--- src/rtl/comparador_serial_ctrl_d_i.sv ---
// -----------------------------------------------------------------------------
// comparador_serial_ctrl_d_i
//
// Sequencer for a right-to-left iterative magnitude comparator. One comparator
// cell is reused over N clock cycles. Its borrow state (y) is held in a flop
// between cycles. Operand bit pairs are fed LSB-first:
//   - bit 0 is the initial cell,
//   - bits 1..N-2 are the typical cells,
//   - bit N-1 is the final cell, which produces z = (A >= B).
//
// Optional feature (compile-time macro COMPARADOR_EQ_EN):
//   When the macro is defined, an equality flag is tracked alongside the borrow
//   and presented on eq_o. When it is undefined, the eq_o port and its logic
//   do not exist.
//
// Ports
//   clk      in   1  clock, rising edge
//   rst_n    in   1  asynchronous active-low reset
//   start_i  in   1  request; only looked at while idle
//   a_i      in   N  operand A, captured on the accepting edge
//   b_i      in   N  operand B, captured on the accepting edge
//   busy_o   out  1  high while bits are being processed
//   done_o   out  1  one-cycle pulse when the result is valid
//   z_o      out  1  1 = A >= B (unsigned); held until the next done_o
//   eq_o     out  1  (COMPARADOR_EQ_EN only) 1 = A == B; same timing as z_o
//
// Timing
//   Start accepted at edge E0. done_o is high in the cycle after edge E0+N.
//   The next start is sampled at edge E0+N+2.
// -----------------------------------------------------------------------------
module comparador_serial_ctrl_d_i #(
  parameter  int N     = 8,
  localparam int CNT_W = $clog2(N)
) (
  input  logic         clk,
  input  logic         rst_n,
  input  logic         start_i,
  input  logic [N-1:0] a_i,
  input  logic [N-1:0] b_i,
  output logic         busy_o,
  output logic         done_o,
`ifdef COMPARADOR_EQ_EN
  output logic         eq_o,
`endif
  output logic         z_o
);

  typedef enum logic [1:0] {
    S_IDLE = 2'd0,
    S_RUN  = 2'd1,
    S_DONE = 2'd2
  } state_t;

  localparam logic [CNT_W-1:0] CNT_LAST = CNT_W'(N - 1);

  state_t             state_q, state_d;
  logic [CNT_W-1:0]   cnt_q,   cnt_d;
  logic               y_q,     y_d;
  logic [N-1:0]       a_q,     a_d;
  logic [N-1:0]       b_q,     b_d;
  logic               z_q,     z_d;
`ifdef COMPARADOR_EQ_EN
  logic               eq_q,    eq_d;
  logic               eq_out_q, eq_out_d;
`endif

  // Bit pair currently presented to the cell.
  logic bit_a;
  logic bit_b;
  assign bit_a = a_q[cnt_q];
  assign bit_b = b_q[cnt_q];

  // Borrow out of the current cell (borrow chain of A - B).
  logic y_cell;
  assign y_cell = (y_q & ~bit_a) | (y_q & bit_b) | (~bit_a & bit_b);

  // Final-cell result. This is equivalent to ~y_cell, i.e. there is no borrow
  // out of the MSB, which means A >= B.
  logic z_cell;
  assign z_cell = (bit_a & ~bit_b) | (~y_q & ~bit_b) | (~y_q & bit_a);

  always_comb begin
    state_d = state_q;
    cnt_d   = cnt_q;
    y_d     = y_q;
    a_d     = a_q;
    b_d     = b_q;
    z_d     = z_q;
`ifdef COMPARADOR_EQ_EN
    eq_d     = eq_q;
    eq_out_d = eq_out_q;
`endif
    unique case (state_q)
      S_IDLE: begin
        if (start_i) begin
          a_d     = a_i;
          b_d     = b_i;
          cnt_d   = '0;
          y_d     = 1'b0;
`ifdef COMPARADOR_EQ_EN
          eq_d    = 1'b1;
`endif
          state_d = S_RUN;
        end
      end
      S_RUN: begin
        y_d = y_cell;
`ifdef COMPARADOR_EQ_EN
        eq_d = eq_q & ~(bit_a ^ bit_b);
`endif
        if (cnt_q == CNT_LAST) begin
          // The counter is held at N-1 here rather than incremented, so it
          // never wraps.
          z_d      = z_cell;
`ifdef COMPARADOR_EQ_EN
          eq_out_d = eq_q & ~(bit_a ^ bit_b);
`endif
          state_d  = S_DONE;
        end else begin
          cnt_d = cnt_q + CNT_W'(1);
        end
      end
      S_DONE: begin
        state_d = S_IDLE;
      end
      default: begin
        state_d = S_IDLE;
      end
    endcase
  end

  always_ff @(posedge clk or negedge rst_n) begin
    if (!rst_n) begin
      state_q <= S_IDLE;
      cnt_q   <= '0;
      y_q     <= 1'b0;
      a_q     <= '0;
      b_q     <= '0;
      z_q     <= 1'b0;
`ifdef COMPARADOR_EQ_EN
      eq_q     <= 1'b0;
      eq_out_q <= 1'b0;
`endif
    end else begin
      state_q <= state_d;
      cnt_q   <= cnt_d;
      y_q     <= y_d;
      a_q     <= a_d;
      b_q     <= b_d;
      z_q     <= z_d;
`ifdef COMPARADOR_EQ_EN
      eq_q     <= eq_d;
      eq_out_q <= eq_out_d;
`endif
    end
  end

  assign busy_o = (state_q == S_RUN);
  assign done_o = (state_q == S_DONE);
  assign z_o    = z_q;
`ifdef COMPARADOR_EQ_EN
  assign eq_o   = eq_out_q;
`endif

endmodule

--- config.mk ---
export PLATFORM = sky130hd
export DESIGN_NAME = comparador_serial_ctrl_d_i
export DESIGN_NICKNAME = d
export VERILOG_FILES = /design/src/rtl/comparador_serial_ctrl_d_i.sv
export SDC_FILE = /design/constraint.sdc
export NUM_CORES = 1
export LEC_CHECK = 0
export CAP_MARGIN = 20
export CORE_MARGIN = 4
export CORE_UTILIZATION = 50
export DETAILED_ROUTE_END_ITERATION = 6
export HOLD_SLACK_MARGIN = 0.15
export PLACE_DENSITY = 0.8
export SYNTH_ARGS = -nofsm -noshare
export SYNTH_HDL_FRONTEND = slang
export SYNTH_SLANG_ARGS = --single-unit
--- constraint.sdc ---
create_clock -name clk -period 3.5 [get_ports clk]
set_input_delay 0.7 -clock clk [delete_from_list [all_inputs] [get_ports clk]]
set_output_delay 0.7 -clock clk [all_outputs]
set_load 0.02 [all_outputs]
==> flow_metrics.py <==
metrics = {
    "synthesis": {
        "synth.ff_latch_count": 23,
        "synth-seq-area-share": 0.5542,
        "synthesis.yosys.warnings": 0,
        "post_synth_inst_count": 67,
        "syn-cell-area_sq_mm": 0.001038,
        "synth_area_per_cell_sq_um": 15.50,
        "post_synthesis_net_count": 88,
        "ys_types": 19,
    },
    "clock_tree": {
        "cts_hold_buf": 0,
        "clkSlewWorstSetupHoldPaths_ns": 0.12,
        "cts_resized": 0,
        "cts.root.buffer_cell": "sky130_fd_sc_hd__clkbuf_4",
        "clkLatencyLatePin_ns": 0.30,
        "tritoncts": "built",
        "cts_max_path_buffers": 2,
        "cts_sinks": 23,
        "h-tree-depth": 1,
        "cts-buffers-inserted": 3,
        "cts_setup_buffers": 0,
    },
    "finish": {
        "diodes": 0,
        "design.final.nets": 114,
        "area_overhead_of_the_layout_relative_to_synthesis_pct": 26.63,
        "ratio_of_cells_with_drive_above_1_in_the_final_layout": 0.2174,
        "final.fill_count": 157,
        "mostFrequentLayoutCell": "sky130_fd_sc_hd__dfrtp_1",
        "final_cell_mix": "sky130_fd_sc_hd__dfrtp_1, sky130_fd_sc_hd__clkdlybuf4s50_1, sky130_fd_sc_hd__mux2_2, sky130_fd_sc_hd__mux2_1",
    },
    "detailed_routing": {
        "drt_iter0_markers": 7,
        "wl_per_cell_um": 15.45,
        "via_per_inst": 5.378,
        "routed_wl_um": 1838,
        "final_antenna_net_count": 0,
        "drcViolationCount": 0,
        "routed-via-count": 640,
        "drtPass1Iterations": 3,
    },
    "sta": {
        "unrepaired_setup_endpoints_after_global_routing": "no",
        "timing.setup.tns_ns": 0,
        "fin_crit_sh": 0.6726,
        "layout_min_cycle_time_ns": 2.354,
        "report.final.slew_viol_count": 0,
        "setup_slack_ns": 1.146,
        "worst_pin_slew_ns": 0.7591,
        "final_hold_viol_count": 0,
        "max_slew_margin": 0.4917,
        "final-setup-viol-count": 0,
        "peak_clock_frequency_supported_by_timing_mhz": 424.8,
        "worst_clock_skew_ns": 0.002369,
    },
    "status": {
        "run_status": "complete, no violations",
    },
    "critical_path": {
        "worst-setup-path-type": "register to primary output",
        "critPathArrivalTime_ns": 1.65,
        "r2r_start": "cnt_q[0]",
        "crit_required_ns": 2.80,
        "end_kind": "primary output",
        "crit_path_max_fanout": 5,
        "r2r_end": "y_q",
        "ff2ff_path_depth": 4,
        "r2r_setup_slk_ns": 1.63,
        "critical_path_source_type": "register",
        "crit_path_start": "state_q[0]",
        "worst_setup_path_endpoint": "busy_o",
    },
    "global_routing": {
        "overflow": 0,
        "number_of_global_route_vias_before_repair": 695,
        "grt_first_pass_wirelength_um": 3070,
        "groute.usage.overall": 0.1540,
        "pin_count_of_the_biggest_net_entering_global_routing": 24,
        "number_of_antenna_violations_at_the_first_check_in_global_routing": 0,
    },
    "power": {
        "p_per_area_mw_per_mm2": 813.8,
        "total_leakage_power_uw": 0.0005604,
        "peakVddDrop_uv": 369.2,
    },
    "floorplanning": {
        "die_span_x_um": 53.58,
        "pin_count": 22,
        "rows": 16,
        "die_h_um": 53.58,
        "die_area_sq_mm": 0.002870,
        "initial_utilization": 0.5293,
        "core_area_sq_mm": 0.001962,
    },
    "placement": {
        "routabilityCongestion": 0.6877,
        "pre_cts_ws_ns": 0.8694,
        "hpwlAfterDp_um": 1463,
        "port-buffer-count": 21,
    },
    "run": {
        "drv_cap": 0,
    },
    "hold_path": {
        "timing.hold.worst.class": "register to register",
    },
}
-- registers in the layout, summed over array words and instances (netlist names) --
register  cells
a_q           8
b_q           8
cnt_q         3
state_q       2
y_q           1
z_o           1
-- layer usage --
metal | global-route usage | vias up | part of all wire
met5 | 0 | - | 0
met4 | 0.06383 | 0 | 0
met3 | 0.03324 | 0 | 0.030
met2 | 0.2776 | 10 | 0.55
met1 | 0.1752 | 330 | 0.42
li1 | - | 300 | -
-- cells in the mapped netlist --
| master | n | area share |
|---|---|---|
| sky130_fd_sc_hd__buf_2 | 1 | 0.0048 |
| sky130_fd_sc_hd__o31ai_1 | 1 | 0.0072 |
| sky130_fd_sc_hd__mux2_1 | 7 | 0.076 |
| sky130_fd_sc_hd__dfrtp_1 | 23 | 0.55 |
| sky130_fd_sc_hd__buf_6 | 1 | 0.011 |
| sky130_fd_sc_hd__nor2b_1 | 3 | 0.018 |
| sky130_fd_sc_hd__inv_1 | 2 | 0.0072 |
| sky130_fd_sc_hd__mux2_2 | 11 | 0.12 |
| sky130_fd_sc_hd__a221o_1 | 1 | 0.0096 |
| sky130_fd_sc_hd__ha_1 | 2 | 0.024 |
| sky130_fd_sc_hd__a21boi_2 | 1 | 0.011 |
| sky130_fd_sc_hd__mux2i_1 | 1 | 0.0096 |
| sky130_fd_sc_hd__nor3b_2 | 1 | 0.012 |
| sky130_fd_sc_hd__a22o_1 | 2 | 0.017 |
| sky130_fd_sc_hd__nand2_1 | 2 | 0.0072 |
| sky130_fd_sc_hd__o21a_1 | 1 | 0.0072 |
| sky130_fd_sc_hd__nor2_1 | 3 | 0.011 |
| sky130_fd_sc_hd__mux4_1 | 2 | 0.051 |
| sky130_fd_sc_hd__mux4_2 | 2 | 0.043 |
-- where the power goes --
| part | switching, uW | internal (uW) | total [uW] |
|---|---|---|---|
| clock network | 75.2 | 44.4 | 120 |
| logic | 173 | 283 | 457 |
| registers | 96.3 | 398 | 494 |
-- logic make-up after synthesis --
logic type                 count (synthesis)  share of synthesized area
muxes                                     23                     0.2988
and+or+nand+nor                            9                    0.04819
AOI/OAI and AO/OA                          6                    0.05182
buffers and inverters                      4                    0.02289
DFF                                       23                     0.5542
adders and majority gates                  2                    0.02409
-- layout make-up --
cell class / instances / area [sq um] / area share
multi-input combinational: 40 / 439.2 / 0.3340
inverter: 2 / 7.507 / 0.005709
clock buffer: 4 / 26.28 / 0.01998
tap: 27 / 33.78 / 0.02569
timing repair buffer: 23 / 232.7 / 0.1770
sequential: 23 / 575.6 / 0.4377
-- worst max-delay path, cell delays in order, from the launching register on --
cell	delay, ns
sky130_fd_sc_hd__dfrtp_1	0.45
sky130_fd_sc_hd__nor2b_1	0.26
sky130_fd_sc_hd__clkdlybuf4s50_1	0.65
-- stage by stage --
step                instances  area, sq um  hold slack (ns)  power (uW)  utilization
floorplan                  67         1039           0.4044       834.1            -
global placement          114         1274           0.4647       928.7       0.6492
detailed placement        114         1274           0.4821       962.7       0.6492
CTS                       118         1300           0.5105        1084       0.6626
global route              119         1315           0.5344        1150       0.6703
finish                    119         1315           0.5029        1070       0.6703
-- worst min path at each step --
stage | from | endpoint | slack, ns | cells past startpoint
6_report | b_q[7] | b_q[7] | 0.50 | 1
5_1_grt | a_q[6] | a_q[6] | 0.53 | 1
4_1_cts | a_q[0] | a_q[0] | 0.51 | 1
3_5_place_dp | a_q[0] | a_q[0] | 0.48 | 1
3_3_place_gp | b_q[6] | b_q[6] | 0.46 | 1
2_1_floorplan | rst_n | a_q[0] | 0.40 | 0
No activity file was read; power rests on OpenSTA's default activity.
